<file path="src/rtl/multicycle_controller_pkg.sv">
// Shared encodings for the multicycle MIPS control unit: FSM states,
// opcode/funct values, ALU operation classes and ALU control codes.
package mips_ctrl_pkg;

    typedef enum logic [3:0] {
        FETCH    = 4'd0,
        DECODE   = 4'd1,
        MEMADR   = 4'd2,
        MEMREAD  = 4'd3,
        MEMWB    = 4'd4,
        MEMWRITE = 4'd5,
        EXECUTE  = 4'd6,
        ALUWB    = 4'd7,
        BRANCH   = 4'd8,
        ADDIEXEC = 4'd9,
        ADDIWB   = 4'd10,
        JUMP     = 4'd11
    } state_t;

    // Opcodes (instr[31:26])
    localparam logic [5:0] OP_RTYPE = 6'b000000;
    localparam logic [5:0] OP_LW    = 6'b100011;
    localparam logic [5:0] OP_SW    = 6'b101011;
    localparam logic [5:0] OP_BEQ   = 6'b000100;
    localparam logic [5:0] OP_ADDI  = 6'b001000;
    localparam logic [5:0] OP_J     = 6'b000010;

    // R-type funct codes (instr[5:0])
    localparam logic [5:0] FN_ADD = 6'b100000;
    localparam logic [5:0] FN_SUB = 6'b100010;
    localparam logic [5:0] FN_AND = 6'b100100;
    localparam logic [5:0] FN_OR  = 6'b100101;
    localparam logic [5:0] FN_SLT = 6'b101010;

    // ALU operation classes selected by the FSM
    localparam logic [1:0] ALUOP_ADD   = 2'b00;
    localparam logic [1:0] ALUOP_SUB   = 2'b01;
    localparam logic [1:0] ALUOP_FUNCT = 2'b10;

    // ALU control codes seen by the datapath ALU
    localparam logic [2:0] ALU_AND = 3'b000;
    localparam logic [2:0] ALU_OR  = 3'b001;
    localparam logic [2:0] ALU_ADD = 3'b010;
    localparam logic [2:0] ALU_SUB = 3'b110;
    localparam logic [2:0] ALU_SLT = 3'b111;

    // Per-state datapath controls (everything except alu_control/state)
    typedef struct packed {
        logic       mem_to_reg;
        logic       reg_dest;
        logic       i_or_d;
        logic       alu_src_a;
        logic       ir_write;
        logic       mem_write;
        logic       pc_write;
        logic       branch;
        logic       reg_write;
        logic [1:0] alu_src_b;
        logic [1:0] pc_src;
        logic       instr_done;
        logic       illegal_op;
    } ctrl_t;

endpackage

</file>
<file path="src/rtl/multicycle_controller_if.sv">
// Controller <-> datapath bundle. The controller side (master) drives all
// selects and enables; the datapath side (slave) supplies opcode/funct.
interface multicycle_controller_if;
    logic [5:0] opcode;
    logic [5:0] funct;
    logic       mem_to_reg;
    logic       reg_dest;
    logic       i_or_d;
    logic       alu_src_a;
    logic       ir_write;
    logic       mem_write;
    logic       pc_write;
    logic       branch;
    logic       reg_write;
    logic [1:0] alu_src_b;
    logic [1:0] pc_src;
    logic [2:0] alu_control;
    logic [3:0] state;
    logic       instr_done;
    logic       illegal_op;

    modport master (
        input  opcode, funct,
        output mem_to_reg, reg_dest, i_or_d, alu_src_a, ir_write, mem_write,
               pc_write, branch, reg_write, alu_src_b, pc_src, alu_control,
               state, instr_done, illegal_op
    );

    modport slave (
        output opcode, funct,
        input  mem_to_reg, reg_dest, i_or_d, alu_src_a, ir_write, mem_write,
               pc_write, branch, reg_write, alu_src_b, pc_src, alu_control,
               state, instr_done, illegal_op
    );
endinterface

</file>
<file path="src/rtl/multicycle_controller_alu_decoder.sv">
// Combinational ALU decoder: maps the FSM's ALU operation class and the
// R-type funct field onto an ALU control code. Reused by pipelined cores.
module alu_decoder
    import mips_ctrl_pkg::*;
(
    input  logic [1:0] alu_op,
    input  logic [5:0] funct,
    output logic [2:0] alu_control
);

    // Decode operation class, falling back to funct for R-type execution
    always_comb begin
        alu_control = ALU_ADD;
        case (alu_op)
            ALUOP_ADD: alu_control = ALU_ADD;
            ALUOP_SUB: alu_control = ALU_SUB;
            ALUOP_FUNCT: begin
                case (funct)
                    FN_ADD:  alu_control = ALU_ADD;
                    FN_SUB:  alu_control = ALU_SUB;
                    FN_AND:  alu_control = ALU_AND;
                    FN_OR:   alu_control = ALU_OR;
                    FN_SLT:  alu_control = ALU_SLT;
                    default: alu_control = ALU_ADD;
                endcase
            end
            default: alu_control = ALU_ADD;
        endcase
    end

endmodule

</file>
<file path="src/rtl/multicycle_controller.sv">
// Multicycle MIPS main control unit: Moore FSM stepping one instruction
// phase per cycle, plus the ALU decoder. All outputs are held at zero
// while reset is high so no write can fire in a reset cycle.
module multicycle_controller
    import mips_ctrl_pkg::*;
(
    input  logic                   clk,
    input  logic                   reset,
    multicycle_controller_if.master bus
);

    state_t     state_q;
    state_t     state_d;
    ctrl_t      ctrl_c;
    logic [1:0] alu_op_c;
    logic       valid_c;
    logic [2:0] alu_control_c;

    // State register with synchronous reset to FETCH
    always_ff @(posedge clk) begin
        if (reset) begin
            state_q <= FETCH;
        end else begin
            state_q <= state_d;
        end
    end

    // Next-state and per-state output decode
    always_comb begin
        state_d  = FETCH;
        ctrl_c   = '0;
        alu_op_c = ALUOP_ADD;
        valid_c  = 1'b1;
        case (state_q)
            FETCH: begin
                ctrl_c.ir_write  = 1'b1;
                ctrl_c.pc_write  = 1'b1;
                ctrl_c.alu_src_b = 2'b01;
                state_d          = DECODE;
            end
            DECODE: begin
                ctrl_c.alu_src_b = 2'b11;
                case (bus.opcode)
                    OP_LW, OP_SW: state_d = MEMADR;
                    OP_RTYPE:     state_d = EXECUTE;
                    OP_BEQ:       state_d = BRANCH;
                    OP_ADDI:      state_d = ADDIEXEC;
                    OP_J:         state_d = JUMP;
                    default: begin
                        state_d           = FETCH;
                        ctrl_c.illegal_op = 1'b1;
                    end
                endcase
            end
            MEMADR: begin
                ctrl_c.alu_src_a = 1'b1;
                ctrl_c.alu_src_b = 2'b10;
                state_d          = (bus.opcode == OP_SW) ? MEMWRITE : MEMREAD;
            end
            MEMREAD: begin
                ctrl_c.i_or_d = 1'b1;
                state_d       = MEMWB;
            end
            MEMWB: begin
                ctrl_c.mem_to_reg = 1'b1;
                ctrl_c.reg_write  = 1'b1;
                ctrl_c.instr_done = 1'b1;
            end
            MEMWRITE: begin
                ctrl_c.i_or_d     = 1'b1;
                ctrl_c.mem_write  = 1'b1;
                ctrl_c.instr_done = 1'b1;
            end
            EXECUTE: begin
                ctrl_c.alu_src_a = 1'b1;
                alu_op_c         = ALUOP_FUNCT;
                state_d          = ALUWB;
            end
            ALUWB: begin
                ctrl_c.reg_dest   = 1'b1;
                ctrl_c.reg_write  = 1'b1;
                ctrl_c.instr_done = 1'b1;
            end
            BRANCH: begin
                ctrl_c.alu_src_a  = 1'b1;
                ctrl_c.pc_src     = 2'b01;
                ctrl_c.branch     = 1'b1;
                ctrl_c.instr_done = 1'b1;
                alu_op_c          = ALUOP_SUB;
            end
            ADDIEXEC: begin
                ctrl_c.alu_src_a = 1'b1;
                ctrl_c.alu_src_b = 2'b10;
                state_d          = ADDIWB;
            end
            ADDIWB: begin
                ctrl_c.reg_write  = 1'b1;
                ctrl_c.instr_done = 1'b1;
            end
            JUMP: begin
                ctrl_c.pc_src     = 2'b10;
                ctrl_c.pc_write   = 1'b1;
                ctrl_c.instr_done = 1'b1;
            end
            default: begin
                valid_c = 1'b0;
            end
        endcase
    end

    alu_decoder u_alu_decoder (
        .alu_op      (alu_op_c),
        .funct       (bus.funct),
        .alu_control (alu_control_c)
    );

    // Reset and unreachable encodings blank every output, including alu_control
    ctrl_t ctrl_o;
    assign ctrl_o = (reset || !valid_c) ? '0 : ctrl_c;

    assign bus.mem_to_reg  = ctrl_o.mem_to_reg;
    assign bus.reg_dest    = ctrl_o.reg_dest;
    assign bus.i_or_d      = ctrl_o.i_or_d;
    assign bus.alu_src_a   = ctrl_o.alu_src_a;
    assign bus.ir_write    = ctrl_o.ir_write;
    assign bus.mem_write   = ctrl_o.mem_write;
    assign bus.pc_write    = ctrl_o.pc_write;
    assign bus.branch      = ctrl_o.branch;
    assign bus.reg_write   = ctrl_o.reg_write;
    assign bus.alu_src_b   = ctrl_o.alu_src_b;
    assign bus.pc_src      = ctrl_o.pc_src;
    assign bus.instr_done  = ctrl_o.instr_done;
    assign bus.illegal_op  = ctrl_o.illegal_op;
    assign bus.alu_control = (reset || !valid_c) ? '0 : alu_control_c;
    assign bus.state       = (reset || !valid_c) ? '0 : state_q;

endmodule

</file>
<file path="src/flat_wrapper.sv">
// flat-port wrapper written by rule: the top's interface ports become plain ports
module multicycle_controller_flat import mips_ctrl_pkg::*;
  (clk, reset, bus_opcode, bus_funct, bus_mem_to_reg, bus_reg_dest, bus_i_or_d, bus_alu_src_a, bus_ir_write, bus_mem_write, bus_pc_write, bus_branch, bus_reg_write, bus_alu_src_b, bus_pc_src, bus_alu_control, bus_state, bus_instr_done, bus_illegal_op);
  multicycle_controller_if bus_i ();
  input  logic clk;
  input  logic reset;
  input wire logic [$bits(bus_i.opcode)-1:0] bus_opcode;
  input wire logic [$bits(bus_i.funct)-1:0] bus_funct;
  output wire logic [$bits(bus_i.mem_to_reg)-1:0] bus_mem_to_reg;
  output wire logic [$bits(bus_i.reg_dest)-1:0] bus_reg_dest;
  output wire logic [$bits(bus_i.i_or_d)-1:0] bus_i_or_d;
  output wire logic [$bits(bus_i.alu_src_a)-1:0] bus_alu_src_a;
  output wire logic [$bits(bus_i.ir_write)-1:0] bus_ir_write;
  output wire logic [$bits(bus_i.mem_write)-1:0] bus_mem_write;
  output wire logic [$bits(bus_i.pc_write)-1:0] bus_pc_write;
  output wire logic [$bits(bus_i.branch)-1:0] bus_branch;
  output wire logic [$bits(bus_i.reg_write)-1:0] bus_reg_write;
  output wire logic [$bits(bus_i.alu_src_b)-1:0] bus_alu_src_b;
  output wire logic [$bits(bus_i.pc_src)-1:0] bus_pc_src;
  output wire logic [$bits(bus_i.alu_control)-1:0] bus_alu_control;
  output wire logic [$bits(bus_i.state)-1:0] bus_state;
  output wire logic [$bits(bus_i.instr_done)-1:0] bus_instr_done;
  output wire logic [$bits(bus_i.illegal_op)-1:0] bus_illegal_op;
  assign bus_i.opcode = bus_opcode;
  assign bus_i.funct = bus_funct;
  assign bus_mem_to_reg = bus_i.mem_to_reg;
  assign bus_reg_dest = bus_i.reg_dest;
  assign bus_i_or_d = bus_i.i_or_d;
  assign bus_alu_src_a = bus_i.alu_src_a;
  assign bus_ir_write = bus_i.ir_write;
  assign bus_mem_write = bus_i.mem_write;
  assign bus_pc_write = bus_i.pc_write;
  assign bus_branch = bus_i.branch;
  assign bus_reg_write = bus_i.reg_write;
  assign bus_alu_src_b = bus_i.alu_src_b;
  assign bus_pc_src = bus_i.pc_src;
  assign bus_alu_control = bus_i.alu_control;
  assign bus_state = bus_i.state;
  assign bus_instr_done = bus_i.instr_done;
  assign bus_illegal_op = bus_i.illegal_op;
  multicycle_controller u_core (.clk(clk), .reset(reset), .bus(bus_i));
endmodule
</file>
<file path="config.mk">
export PLATFORM = sky130hd
export DESIGN_NAME = multicycle_controller_flat
export DESIGN_NICKNAME = d
export VERILOG_FILES = /design/src/rtl/multicycle_controller_pkg.sv /design/src/rtl/multicycle_controller_if.sv /design/src/rtl/multicycle_controller_alu_decoder.sv /design/src/rtl/multicycle_controller.sv /design/src/flat_wrapper.sv
export SDC_FILE = /design/constraint.sdc
export NUM_CORES = 1
export LEC_CHECK = 0
export BUFFER_PORTS_ARGS = -buffer_cell sky130_fd_sc_hd__buf_2
export CORE_MARGIN = 2
export CORE_UTILIZATION = 40
export DETAILED_ROUTE_END_ITERATION = 12
export HOLD_SLACK_MARGIN = 0.06
export PLACE_DENSITY_LB_ADDON = 0.25
export SLEW_MARGIN = 20
export SYNTH_ARGS = -nofsm -noshare
export SYNTH_HDL_FRONTEND = slang
export SYNTH_HIERARCHICAL = 1
export SYNTH_SLANG_ARGS = --single-unit
</file>
<file path="constraint.sdc">
create_clock -name clk -period 2.3 [get_ports clk]
set_clock_uncertainty 0.15 [all_clocks]
set_input_delay 0.23 -clock clk [delete_from_list [all_inputs] [get_ports clk]]
set_output_delay 0.23 -clock clk [all_outputs]
set_load 0.01 [all_outputs]
</file>
==> impl_metrics.ini, run 1 <==
[layout]
antenna_cells = 0
reg_top3 = u_core/state_q: 4 flops
seq_area_um2 = 83.8
syn_to_final_growth_pct = 38.8
fillers = 174
fin_cells = 164
largest_reg_flops = 4
fin_util_pct = 59.3
drive_above_1_share_pct = 48.2
layout.nets = 157
regMostFlops = u_core/state_q
multiInputGateArea_um2 = 624

[logic_synthesis]
ys_types = 41
ys_seq_area_share_pct = 10.7
netlist.area_leader.share_pct = 10.7
syn_nets = 115
synth_seq_cells = 4
synth_area_per_cell_um2 = 7.53
yosysWarnings = 6
syn_area_um2 = 746
synth.largest_area_cell = dfxtp_1
syn_inst = 99
synth_area_leaders = dfxtp_1, nor3_1, nor2_1

[drt]
antenna_left = 0
drc = 0
first_pass_iters = 4
first_iter_violations = 8
avgViaCountPerCell = 5.24
via_count = 859
drt_wl_total_mm = 1.93
wl_per_cell_um = 11.8

[place]
dp_slack_ps = 192
numPortBuffers = 35
gp_congestion = 0.926
hpwl_mm = 1.52
dp_cells = 159

[floorplan]
initial_utilization_pct = 42.7
rows = 15
coreArea_mm2 = 0.00175
dieArea_mm2 = 0.00223
die_w_um = 47.2
fp.dieH_um = 47.2
io_pins = 36

[setup_path]
startpoint_type = flip-flop
end_kind = output pin
slowest_stage = dfxtp_2
reg2reg_slack_ps = 750
slowest_delay_ps = 340
r2r-end = u_core/state_q[0]$_SDFF_PP0_
ff2ff_path_depth = 5
path_max_fanout = 4
path_class = reg2out
crit_arrival_ps = 1850
cp_cell_sequence = nand2b_2, nor2_2, buf_4, ha_4, nand4bb_1, o22ai_1, and2_1, buf_2
worstPathRequired_ps = 1920
crit_family = simple AND/OR/NAND/NOR gates
r2r-start = u_core/state_q[1]$_SDFF_PP0_
worst-path-buf-inv = 2

[min_path]
holdCritPathClass = in2reg
min_from = reset
min_to = u_core/state_q[3]$_SDFF_PP0_
worstHoldPathCells = 2

[pwr]
p_seq_share_pct = 30.4
switchingPower_w = 0.0000818
ir_drop_mv = 0.289
comb_power_share_pct = 37.1
swShare_pct = 31.8
pwr-share-clk_pct = 32.5
powerDensity_mw_per_mm2 = 248
p_leak_nw = 0.452
internal_power_w = 0.000175

[timing]
period_share_pct = 96.8
fmax_mhz = 449
slew_violations = 0
fin_ws_ps = 73.9
hold_viol_final = 0
period_minus_slack_ps = 2230
maxSlewHeadroom_pct = 77.5
setup_viol = 0
tightest_slew_ps = 334
holdWs_ps = 228

[cts]
clkSlewWorstSetupHoldPaths_ps = 30
ctsHoldBuffers = 0
worst_skew_pair.late_latency_ps = 230
cts_made_buffers = 3
cts_buffer_depth = 2
cts-htree-levels = 1
cts_tree = built
clock-sinks = 4
cts-root-buf = clkbuf_4

[grt]
grt_pass1_vias = 716
grt.overflow.total = 0
grt_pass1_wl_mm = 2.95
grt_max_degree = 16
grt_use_total_pct = 18.7
grt_antenna_before_repair = 0

[job]
drv_cap = 0

[status]
outcome = finished clean
==> cell usage in the layout, fill, tap and decap left out, types with 2 or more instances in the layout <==
master | Yosys | routed
nand3_1 | 3 | 3
nand4bb_1 | 2 | 2
nand2b_4 | 2 | 3
buf_4 | 2 | 10
and3_1 | 2 | 2
buf_2 | 2 | 35
clkbuf_4 | 0 | 3
nor4b_1 | 2 | 2
and2_1 | 5 | 5
nor2_1 | 11 | 10
nor3_1 | 10 | 9
xor2_1 | 3 | 3
dfxtp_2 | 0 | 3
inv_1 | 6 | 5
a31oi_1 | 2 | 2
nand2_1 | 3 | 3
nor4_1 | 5 | 5
o21ai_0 | 2 | 2
or2_1 | 2 | 2
a21oi_1 | 4 | 4
==> metal layers <==
| metal | share of wire (%) | track usage (%) | vias to the layer above |
|---|---|---|---|
| met5 | 0 | 0 | - |
| met4 | 0 | 8.33 | 0 |
| met1 | 44 | 23.5 | 391 |
| met2 | 51 | 31.8 | 24 |
| met3 | 4.8 | 2.31 | 0 |
| li1 | - | - | 444 |
==> power groups by stage <==
stage	registers, W	logic (W)	clock network [W]
floorplan	0.0000761	0.0000625	0
global placement	0.0000772	0.0000929	0
detailed placement	0.0000775	0.0000942	0
CTS	0.0000767	0.0000945	0.0000903
global route	0.0000786	0.000106	0.0000896
finish	0.0000783	0.0000953	0.0000835
==> final cells by class <==
| class | instances | share of cell area [%] |
|---|---|---|
| well taps | 25 | 3.02 |
| repair buffers | 45 | 24.2 |
| clock buffers | 3 | 2.18 |
| inverters | 6 | 2.18 |
| flip-flops and latches | 4 | 8.10 |
| multi-input cells | 81 | 60.3 |
==> Yosys cell counts <==
library cell  count
or3b_1            1
o211ai_1          1
dfxtp_1           4
nor2_1           11
inv_1             6
buf_4             2
nand4bb_2         1
nand2b_4          2
nand4bb_1         2
and3_1            2
nor4b_4           1
a2111oi_2         1
o21ai_0           2
nor4_1            5
o21ai_1           1
nand2b_1          3
nor2_4            1
a31oi_2           1
a2111oi_4         1
xnor2_1           1
or2_1             2
o21bai_2          1
o22ai_1           1
nor3_1           10
buf_6             2
and2b_1           1
nand3_1           3
nand3b_1          1
a21oi_1           4
a21oi_2           1
buf_2             2
a31oi_1           2
o21a_1            1
nand2_1           3
clkbuf_1          2
xor2_1            3
a211oi_1          1
ha_1              2
and2_1            5
mux2i_1           1
nor4b_1           2
==> cell families after synthesis <==
family	share of synthesized area [%]
adder cells (fa/ha/maj)	3.36
XOR/XNOR	4.70
multiplexers	1.34
flip-flops	10.7
buffers and inverters	10.4
AND/OR/NAND/NOR	49.2
AO/OA/AOI/OAI	20.3
==> worst register-to-register path: stages (launching register included) <==
cell	delay, ps
dfxtp_2	370
buf_4	190
nand2b_4	200
nor2_4	100
o21bai_2	100
a2111oi_4	320
==> how the worst max path moves through the flow <==
stage	startpoint	end	slack, ps	cells past startpoint
global placement	u_core/state_q[3]$_SDFF_PP0_	bus_alu_control[2]	250	8
global route	u_core/state_q[3]$_SDFF_PP0_	bus_alu_control[1]	-30	9
detailed placement	u_core/state_q[1]$_SDFF_PP0_	bus_alu_control[2]	190	7
finish	u_core/state_q[3]$_SDFF_PP0_	bus_alu_control[2]	70	8
CTS	u_core/state_q[1]$_SDFF_PP0_	bus_alu_control[2]	1	7
floorplan	u_core/state_q[2]$_SDFF_PP0_	bus_alu_control[2]	230	8
==> per-stage QoR <==
stage | setup TNS, ps | power (W) | instance area (µm²)
2_1_floorplan | 0 | 0.000139 | 746
3_3_place_gp | 0 | 0.000170 | 957
3_5_place_dp | 0 | 0.000172 | 957
4_1_cts | 0 | 0.000261 | 985
5_1_grt | -49.6 | 0.000274 | 1030
6_report | 0 | 0.000257 | 1030
==> repair_timing <==
action | in CTS | in global routing
setup buffers | 0 | 2
cloned | 0 | 0
resized for setup | 1 | 9
setup endpoints to repair | 2 | 3
pin swaps | 0 | 3
(Power assumes the default switching activity.)
==> run 2: changes to the inputs <==
ABC_CLOCK_PERIOD_IN_PS = 2300   (was default)
BUFFER_PORTS_ARGS = default   (was -buffer_cell sky130_fd_sc_hd__buf_2)
DONT_BUFFER_PORTS = 1   (was default)
==> run 2 against run 1 <==
  * Critical path depth is 1 lower
  * Hold slack got worse by 130 ps
  * Sequential power decreased by 4.7%
  * Routed wire length fell by 3.8%
  * Critical path type unchanged
==> impl_metrics.ini, run 2 (synthesis results as in run 1) <==
[floorplan]
coreArea_mm2 = 0.00175
dieArea_mm2 = 0.00223
io_pins = 36
fp.dieH_um = 47.2
die_w_um = 47.2
rows = 15
initial_utilization_pct = 42.7

[timing]
maxSlewHeadroom_pct = 57.8
period_share_pct = 94.1
setup_viol = 0
fin_ws_ps = 135
setup_tns_ps = 0
period_minus_slack_ps = 2170
fmax_mhz = 462
tightest_slew_ps = 624
hold_viol_final = 0
slew_violations = 0
rsz0062_at_grt = no

[place]
gp_congestion = 0.728
numPortBuffers = 0
dp_slack_ps = 211
hpwl_mm = 1.30

[cts]
clkSlewWorstSetupHoldPaths_ps = 40
cts-root-buf = clkbuf_4
cts_made_buffers = 3
cts_tree = built
cts_buffer_depth = 2
clock-sinks = 4
postCtsSetupBuffers = 0
worst_skew_pair.late_latency_ps = 230
cts-htree-levels = 1

[drt]
first_iter_violations = 17
wl_per_cell_um = 14.5
drt_wl_total_mm = 1.86
avgViaCountPerCell = 5.78
via_count = 740
antenna_left = 0
drc = 0
first_pass_iters = 4

[grt]
grt_use_total_pct = 16.6
grt_max_degree = 16
grt_pass1_vias = 589
grt.overflow.total = 0
grt_pass1_wl_mm = 2.66
grt_antenna_before_repair = 0

[layout]
drive_above_1_share_pct = 27.2
reg_top3 = u_core/state_q: 4 flops
regMostFlops = u_core/state_q
layout_commonest_cell = nor2_1
syn_to_final_growth_pct = 17.4
layout.nets = 121
antenna_cells = 0
final_cell_mix = nor2_1, nor3_1, buf_4, inv_1, nor4_1
largest_reg_flops = 4

[pwr]
p_leak_nw = 0.285
ir_drop_mv = 0.293
powerDensity_mw_per_mm2 = 266

[min_path]
holdCritPathClass = in2reg

[setup_path]
path_class = reg2out
worstPathRequired_ps = 1920
crit_arrival_ps = 1790
worst-path-buf-inv = 1
cp_cell_sequence = nand2b_4, nor3_2, inv_1, ha_4, nand4bb_4, a21oi_1, and2_4
end_kind = output pin
startpoint_type = flip-flop
slowest_delay_ps = 410
path_max_fanout = 5
crit_family = simple AND/OR/NAND/NOR gates
slowest_stage = dfxtp_1

[job]
drv_cap = 0

[status]
outcome = finished clean
==> run 2: changes by cell type in the layout (fill, tap and decap cells not counted), moves of 2 or more <==
cell           delta
dfxtp_2           -2
and2_1            -2
dfxtp_1           +2
dlygate4sd3_1     +3
buf_4             -4
buf_2            -35
and2_4            +2
==> run 2: timing repair <==
action                                 in CTS  in global routing
hold buffers                                3                  0
endpoints found under the hold margin       2                  0
pin swaps                                   0                  1
setup endpoints to repair                   2                  2
resized for setup                           1                  8
==> run 2: layout make-up <==
| cell class | instances | area [µm²] |
|---|---|---|
| multi-input cells | 81 | 643 |
| inverters | 6 | 22.5 |
| repair buffers | 9 | 75.1 |
| fillers | 180 | 870 |
| well taps | 25 | 31.3 |
| flip-flops and latches | 4 | 81.3 |
| clock buffers | 3 | 22.5 |
==> run 2: worst reg2reg max path: cells and delay by family (launching register included) <==
kind	cells	cell delay [ps]
DFF	1	360
buffers and inverters	1	210
and+or+nand+nor	2	310
AOI/OAI and AO/OA	2	440
==> run 2: final timing paths <==
kind / from / endpoint / slack [ps] / cells after the start
worst max-delay path: u_core/state_q[3]$_SDFF_PP0_ / bus_alu_control[0] / 130 / 7
worst min-delay path: reset / u_core/state_q[2]$_SDFF_PP0_ / 100 / 2
worst max register to register: u_core/state_q[1]$_SDFF_PP0_ / u_core/state_q[0]$_SDFF_PP0_ / 730 / 5
worst min register to register: u_core/state_q[1]$_SDFF_PP0_ / u_core/state_q[2]$_SDFF_PP0_ / 550 / 4
==> run 2: per-layer routing <==
metal | part of all wire, % | wire length (µm) | vias to the layer above | track usage [%]
li1 | - | - | 366 | -
met1 | 47 | 866 | 337 | 24.9
met2 | 46 | 849 | 35 | 23.6
met3 | 6.6 | 123 | 2 | 5.77
met4 | 1.1 | 21 | 0 | 1.67
met5 | 0 | 0 | - | 0
==> run 2: per-stage QoR <==
step                      area [µm²]  power [W]  util (%)  std cells  hold slack (ps)
final                            876   0.000233      50.2        128             97.6
after CTS                        825   0.000235      47.2        128             96.0
after global routing             876   0.000253      50.2        128             84.6
after global placement           767   0.000144      43.9        122              163
after floorplan                  746   0.000139         -         99              276
after detailed placement         767   0.000144      43.9        122              163
==> run 2: report_power, final <==
group	switching (W)	internal, W	leakage [nW]
registers	0.00000252	0.0000721	0.0331
clock network	0.0000257	0.0000581	0.0138
logic	0.0000395	0.0000351	0.238
total	0.0000677	0.000165	0.285
